`config.mk`:
```
export PLATFORM = sky130hd
export DESIGN_NAME = serial_divider
export DESIGN_NICKNAME = d
export VERILOG_FILES = /design/src/rtl/serial_divider_pkg.sv /design/src/rtl/serial_divider_div_step.sv /design/src/rtl/serial_divider.sv
export SDC_FILE = /design/constraint.sdc
export NUM_CORES = 1
export LEC_CHECK = 0
export CORE_MARGIN = 2
export CORE_UTILIZATION = 54
export DETAILED_ROUTE_END_ITERATION = 8
export PLACE_DENSITY_LB_ADDON = 0.1
export REMOVE_ABC_BUFFERS = 1
export SLEW_MARGIN = 10
export SYNTH_ARGS = -nofsm -noshare
export SYNTH_HDL_FRONTEND = slang
export SYNTH_SLANG_ARGS = --single-unit
```
`constraint.sdc`:
```
create_clock -name clk -period 2.7 [get_ports clk]
set_input_delay 0.675 -clock clk [delete_from_list [all_inputs] [get_ports clk]]
set_output_delay 0.675 -clock clk [all_outputs]
set_load 0.05 [all_outputs]
```
`src/rtl/serial_divider_pkg.sv`:
```
// Shared definitions for the iterative restoring divider: FSM encoding and counter sizing.
// Imported by the top and available to any future unrolled variant built from div_step.
package serial_divider_pkg;

   typedef enum logic [1:0] {
      ST_IDLE = 2'd0,
      ST_RUN  = 2'd1,
      ST_DONE = 2'd2
   } state_t;

   // Counter must index WIDTH_N iterations; never narrower than one bit.
   function automatic int cnt_width(input int width_n);
      return (width_n > 1) ? $clog2(width_n) : 1;
   endfunction

endpackage

```
`src/rtl/serial_divider_div_step.sv`:
```
// One combinational restoring-division stage: shift in the next dividend bit, subtract if it fits.
// Pure combinational; latency and flow control belong to the instantiating datapath.
module div_step #(
   parameter int WIDTH_D = 8
) (
   input  logic [WIDTH_D:0]   pr_in,
   input  logic               bit_in,
   input  logic [WIDTH_D-1:0] d,
   output logic [WIDTH_D:0]   pr_out,
   output logic               qbit
);

   logic [WIDTH_D+1:0] shifted;
   logic [WIDTH_D:0]   d_ext;

   // The compare uses the full shifted value; the stored remainder keeps WIDTH_D+1 bits,
   // which is exact whenever d != 0 and reduces to a plain shift when d == 0.
   always_comb begin
      shifted = {pr_in, bit_in};
      d_ext   = {1'b0, d};
      qbit    = (shifted >= {1'b0, d_ext});
      pr_out  = qbit ? (shifted[WIDTH_D:0] - d_ext) : shifted[WIDTH_D:0];
   end

endmodule

```
`src/rtl/serial_divider.sv`:
```
// Iterative unsigned divider, one quotient bit per enabled cycle; done pulses WIDTH_N+1 cycles after the accepted start.
// en=0 stalls everything (state, counter, outputs); start is ignored while busy.
module serial_divider
   import serial_divider_pkg::*;
#(
   parameter int WIDTH_N = 8,
   parameter int WIDTH_D = 8
) (
   input  logic               clk,
   input  logic               rst_n,
   input  logic               en,
   input  logic               start,
   input  logic [WIDTH_N-1:0] n,
   input  logic [WIDTH_D-1:0] d,
   output logic               busy,
   output logic               done,
   output logic [WIDTH_N-1:0] q,
   output logic [WIDTH_D-1:0] r,
   output logic               div_by_zero
);

   localparam int              CNT_W    = cnt_width(WIDTH_N);
   localparam logic [CNT_W-1:0] LAST_CNT = CNT_W'(WIDTH_N - 1);

   state_t             state;
   logic [CNT_W-1:0]   count;
   logic               last;
   logic [WIDTH_N-1:0] nreg;
   logic [WIDTH_N-1:0] quot;
   logic [WIDTH_D-1:0] dreg;
   logic [WIDTH_D:0]   pr;
   logic [WIDTH_D:0]   pr_next;
   logic               qbit;

   div_step #(
      .WIDTH_D (WIDTH_D)
   ) u_step (
      .pr_in  (pr),
      .bit_in (nreg[WIDTH_N-1]),
      .d      (dreg),
      .pr_out (pr_next),
      .qbit   (qbit)
   );

   always_ff @(posedge clk or negedge rst_n) begin
      if (!rst_n) begin
         state       <= ST_IDLE;
         count       <= '0;
         last        <= 1'b0;
         nreg        <= '0;
         quot        <= '0;
         dreg        <= '0;
         pr          <= '0;
         busy        <= 1'b0;
         done        <= 1'b0;
         q           <= '0;
         r           <= '0;
         div_by_zero <= 1'b0;
      end else if (en) begin
         case (state)
            ST_IDLE, ST_DONE: begin
               done <= 1'b0;
               if (start) begin
                  state       <= ST_RUN;
                  busy        <= 1'b1;
                  nreg        <= n;
                  dreg        <= d;
                  pr          <= '0;
                  quot        <= '0;
                  count       <= '0;
                  last        <= 1'b0;
                  div_by_zero <= (d == '0);
               end else begin
                  state <= ST_IDLE;
               end
            end
            ST_RUN: begin
               // The cycle after the final iteration publishes q/r, so partial results never leak out.
               if (last) begin
                  state <= ST_DONE;
                  busy  <= 1'b0;
                  done  <= 1'b1;
                  q     <= quot;
                  r     <= pr[WIDTH_D-1:0];
                  last  <= 1'b0;
                  count <= '0;
               end else begin
                  pr   <= pr_next;
                  quot <= {quot[WIDTH_N-2:0], qbit};
                  nreg <= {nreg[WIDTH_N-2:0], 1'b0};
                  if (count == LAST_CNT) begin
                     last <= 1'b1;
                  end else begin
                     count <= count + 1'b1;
                  end
               end
            end
            default: begin
               state <= ST_IDLE;
               busy  <= 1'b0;
               done  <= 1'b0;
            end
         endcase
      end
   end

endmodule

```
==> metrics.yaml <==
critical_path:
  crit_chain: "inv_1 > ha_1 > fa_1 > nand2b_1 > a21oi_2 > a41o_1 > a2111oi_4 > mux2_2 > o31ai_1"
  r2r-end: "pr[0]$_DFFE_PN0P_"
  cpMaxStageDelayCell: "a2111oi_4"
  reg2reg_slack_ps: 140
  cp_slowest_stage_delay_ps: 500
  rr_startpoint: "nreg[7]$_DFFE_PN0P_"
  reg2regPathDepth: 9
  arrival_ps: 2790
  crit_fanout: 4
  crit_type: "flip-flop to flip-flop"
  worstSetupStartpointType: "flip-flop"
  required_ps: 2930
  cp-end-kind: "flip-flop"
  critPathLaunch: "nreg[7]$_DFFE_PN0P_"
clock_network:
  root_buffer: "clkbuf_8"
  cts_setup_buffers: 0
  h-tree-depth: 3
  clk_latency_ps: 330
  cts_resized: 0
  cts_tree: "built"
  clock_path_buffers: 2
  clock-sinks: 57
  clk_pin_slew_ps: 60
  cts_buffers: 9
  hold_buffers: 0
floorplan:
  ios: 39
  core_area_um2: 5040
  num_rows: 26
  dieArea_um2: 5730
  fp.dieW_um: 75.7
  floorplan.initialDensity_pct: 55.0
  fp.dieH_um: 75.7
logic_synthesis:
  syn_avg_cell_area_um2: 10.9
  syn_inst: 255
  synth_ff_type: "dfrtp_1"
  synthDistinctLibCells: 38
  synth-seq-cells: 57
  synthMostInstantiatedCell: "dfrtp_1"
  synth.largest_area_cell: "dfrtp_1"
  synth.top_cell.area_share_pct: 51.4
  synth_warnings: 0
  synth_common_cells: "dfrtp_1, nand2_1, o21ai_0"
  synth-edff-count: 0
  synthTopCellsByArea: "dfrtp_1, mux2_2, nand2_1, o21ai_0, ha_1"
  async_reset_ff_share_pct: 100
  ys_seq_area_share_pct: 51.4
  synthesis.area_um2: 2780
timing:
  hold_violations: 0
  drv_slew: 0
  fin_crit_ps: 2560
  worstMarginPinSlew_ps: 698
  period_share_pct: 94.8
  fmax_mhz: 391
  slew_headroom_pct: 53.5
  tns_ps: 0
  setup_violations: 0
  grt_setup_unrepaired: "no"
  finalClockSkew_ps: 8.33
pwr:
  leakagePower_uw: 0.00160
  vdd_drop_max_v: 0.000644
  p_per_area_nw_per_um2: 1280
place:
  port_buffers: 38
  gp_congestion: 0.815
  hpwlAfterDp_um: 3520
  dpl-instance-area_um2: 3240
route:
  firstDrtPassIters: 4
  post_drt_wl_per_cell_um: 13.6
  vias_per_cell: 5.37
  ant_nets: 0
  vias: 1998
  drc: 0
  dr.first_iter.drc_count: 85
  wirelength_um: 5040
final_layout:
  layout-area-overhead-vs-synth_pct: 23.3
  stdcell_area_um2: 3420
  drive_gt1_share_pct: 16.6
  nets: 329
  multi_input_area_um2: 1260
  n_antenna_cell: 0
  seqCellArea_um2: 1430
  nFillCells: 404
global_route:
  antenna_found_initial: 0
  grt_pass1_wl_um: 8290
  grt_max_degree: 58
  globalRouteTotalUtil_pct: 19.8
  grt_pass1_vias: 1829
  grt-ovfl-total: 0
worst_hold_path:
  hold_class: "primary input to async pin"
outcome:
  status: "finished, final reports clean"
run:
  max_cap_violations: 0
final cells by class:
class	count	share of cell area [%]
Clock inverter	2	0.366
Sequential cell	57	41.7
Tap cell	70	2.56
Inverter	11	1.21
Timing Repair Buffer	43	12.4
Clock buffer	13	4.94
Multi-Input combinational cell	176	36.8
critical path: cells and delay by family (launching register included):
family | cells | cell delay [ps]
AO/OA/AOI/OAI | 4 | 1050
adder cells (fa/ha/maj) | 2 | 430
buffers and inverters | 1 | 80
flip-flops | 1 | 380
multiplexers | 1 | 390
AND/OR/NAND/NOR | 1 | 130
logic make-up after synthesis:
kind of cell / Yosys count / share of synthesized area, %
buf+inv: 22 / 3.38
xor+xnor: 6 / 1.89
fa+ha+maj: 11 / 5.23
simple gates: 65 / 10.2
mux: 35 / 13.8
flops: 57 / 51.4
compound gates: 59 / 14.2
worst max path at each step:
| stage | to | cells past startpoint |
|---|---|---|
| 3_5_place_dp | pr[6]$_DFFE_PN0P_ | 6 |
| 3_3_place_gp | pr[6]$_DFFE_PN0P_ | 6 |
| 4_1_cts | pr[0]$_DFFE_PN0P_ | 9 |
| 2_1_floorplan | pr[5]$_DFFE_PN0P_ | 6 |
| 6_report | pr[0]$_DFFE_PN0P_ | 9 |
| 5_1_grt | pr[0]$_DFFE_PN0P_ | 9 |
per-layer routing:
layer / global-route usage, % / wire [um] / vias to the layer above
li1: - / - / 986
met1: 26.6 / 2440 / 960
met2: 28.9 / 2320 / 43
met3: 4.63 / 178 / 9
met4: 12.7 / 110 / 0
met5: 0 / 0 / -
cell usage in the layout, fill, tap and decap left out, drive strengths merged, types with 6 or more instances in the layout:
master	netlist	layout
a21oi	7	7
buf	4	6
clkbuf	7	13
clkdlybuf4s50	0	37
dfrtp	57	57
ha	10	10
inv	11	11
mux2	25	25
mux2i	10	10
nand2	44	44
o21ai	31	31
o31ai	6	6
through the flow:
stage / power (uW) / util [%] / setup WS (ps) / hold WS [ps] / instances
finish: 4370 / 67.8 / 141 / 479 / 372
global route: 4720 / 67.8 / 4.02 / 512 / 372
CTS: 4400 / 67.8 / 185 / 485 / 372
detailed placement: 3660 / 64.2 / 220 / 470 / 357
global placement: 3600 / 64.2 / 235 / 462 / 357
floorplan: 3060 / - / -392 / 379 / 244
state kept, by name, summed over array words and instances, names as in the netlist:
signal / flops
busy: 1
count: 3
div_by_zero: 1
dreg: 8
last: 1
nreg: 8
pr: 9
q: 8
quot: 8
r: 8
state: 2
power by group:
group	internal [uW]	switching, uW	total [uW]
Combinational	971	1250	2220
Sequential	1190	241	1430
Clock	402	318	719
Total	2560	1810	4370
Power figures use the tool's default switching activity.
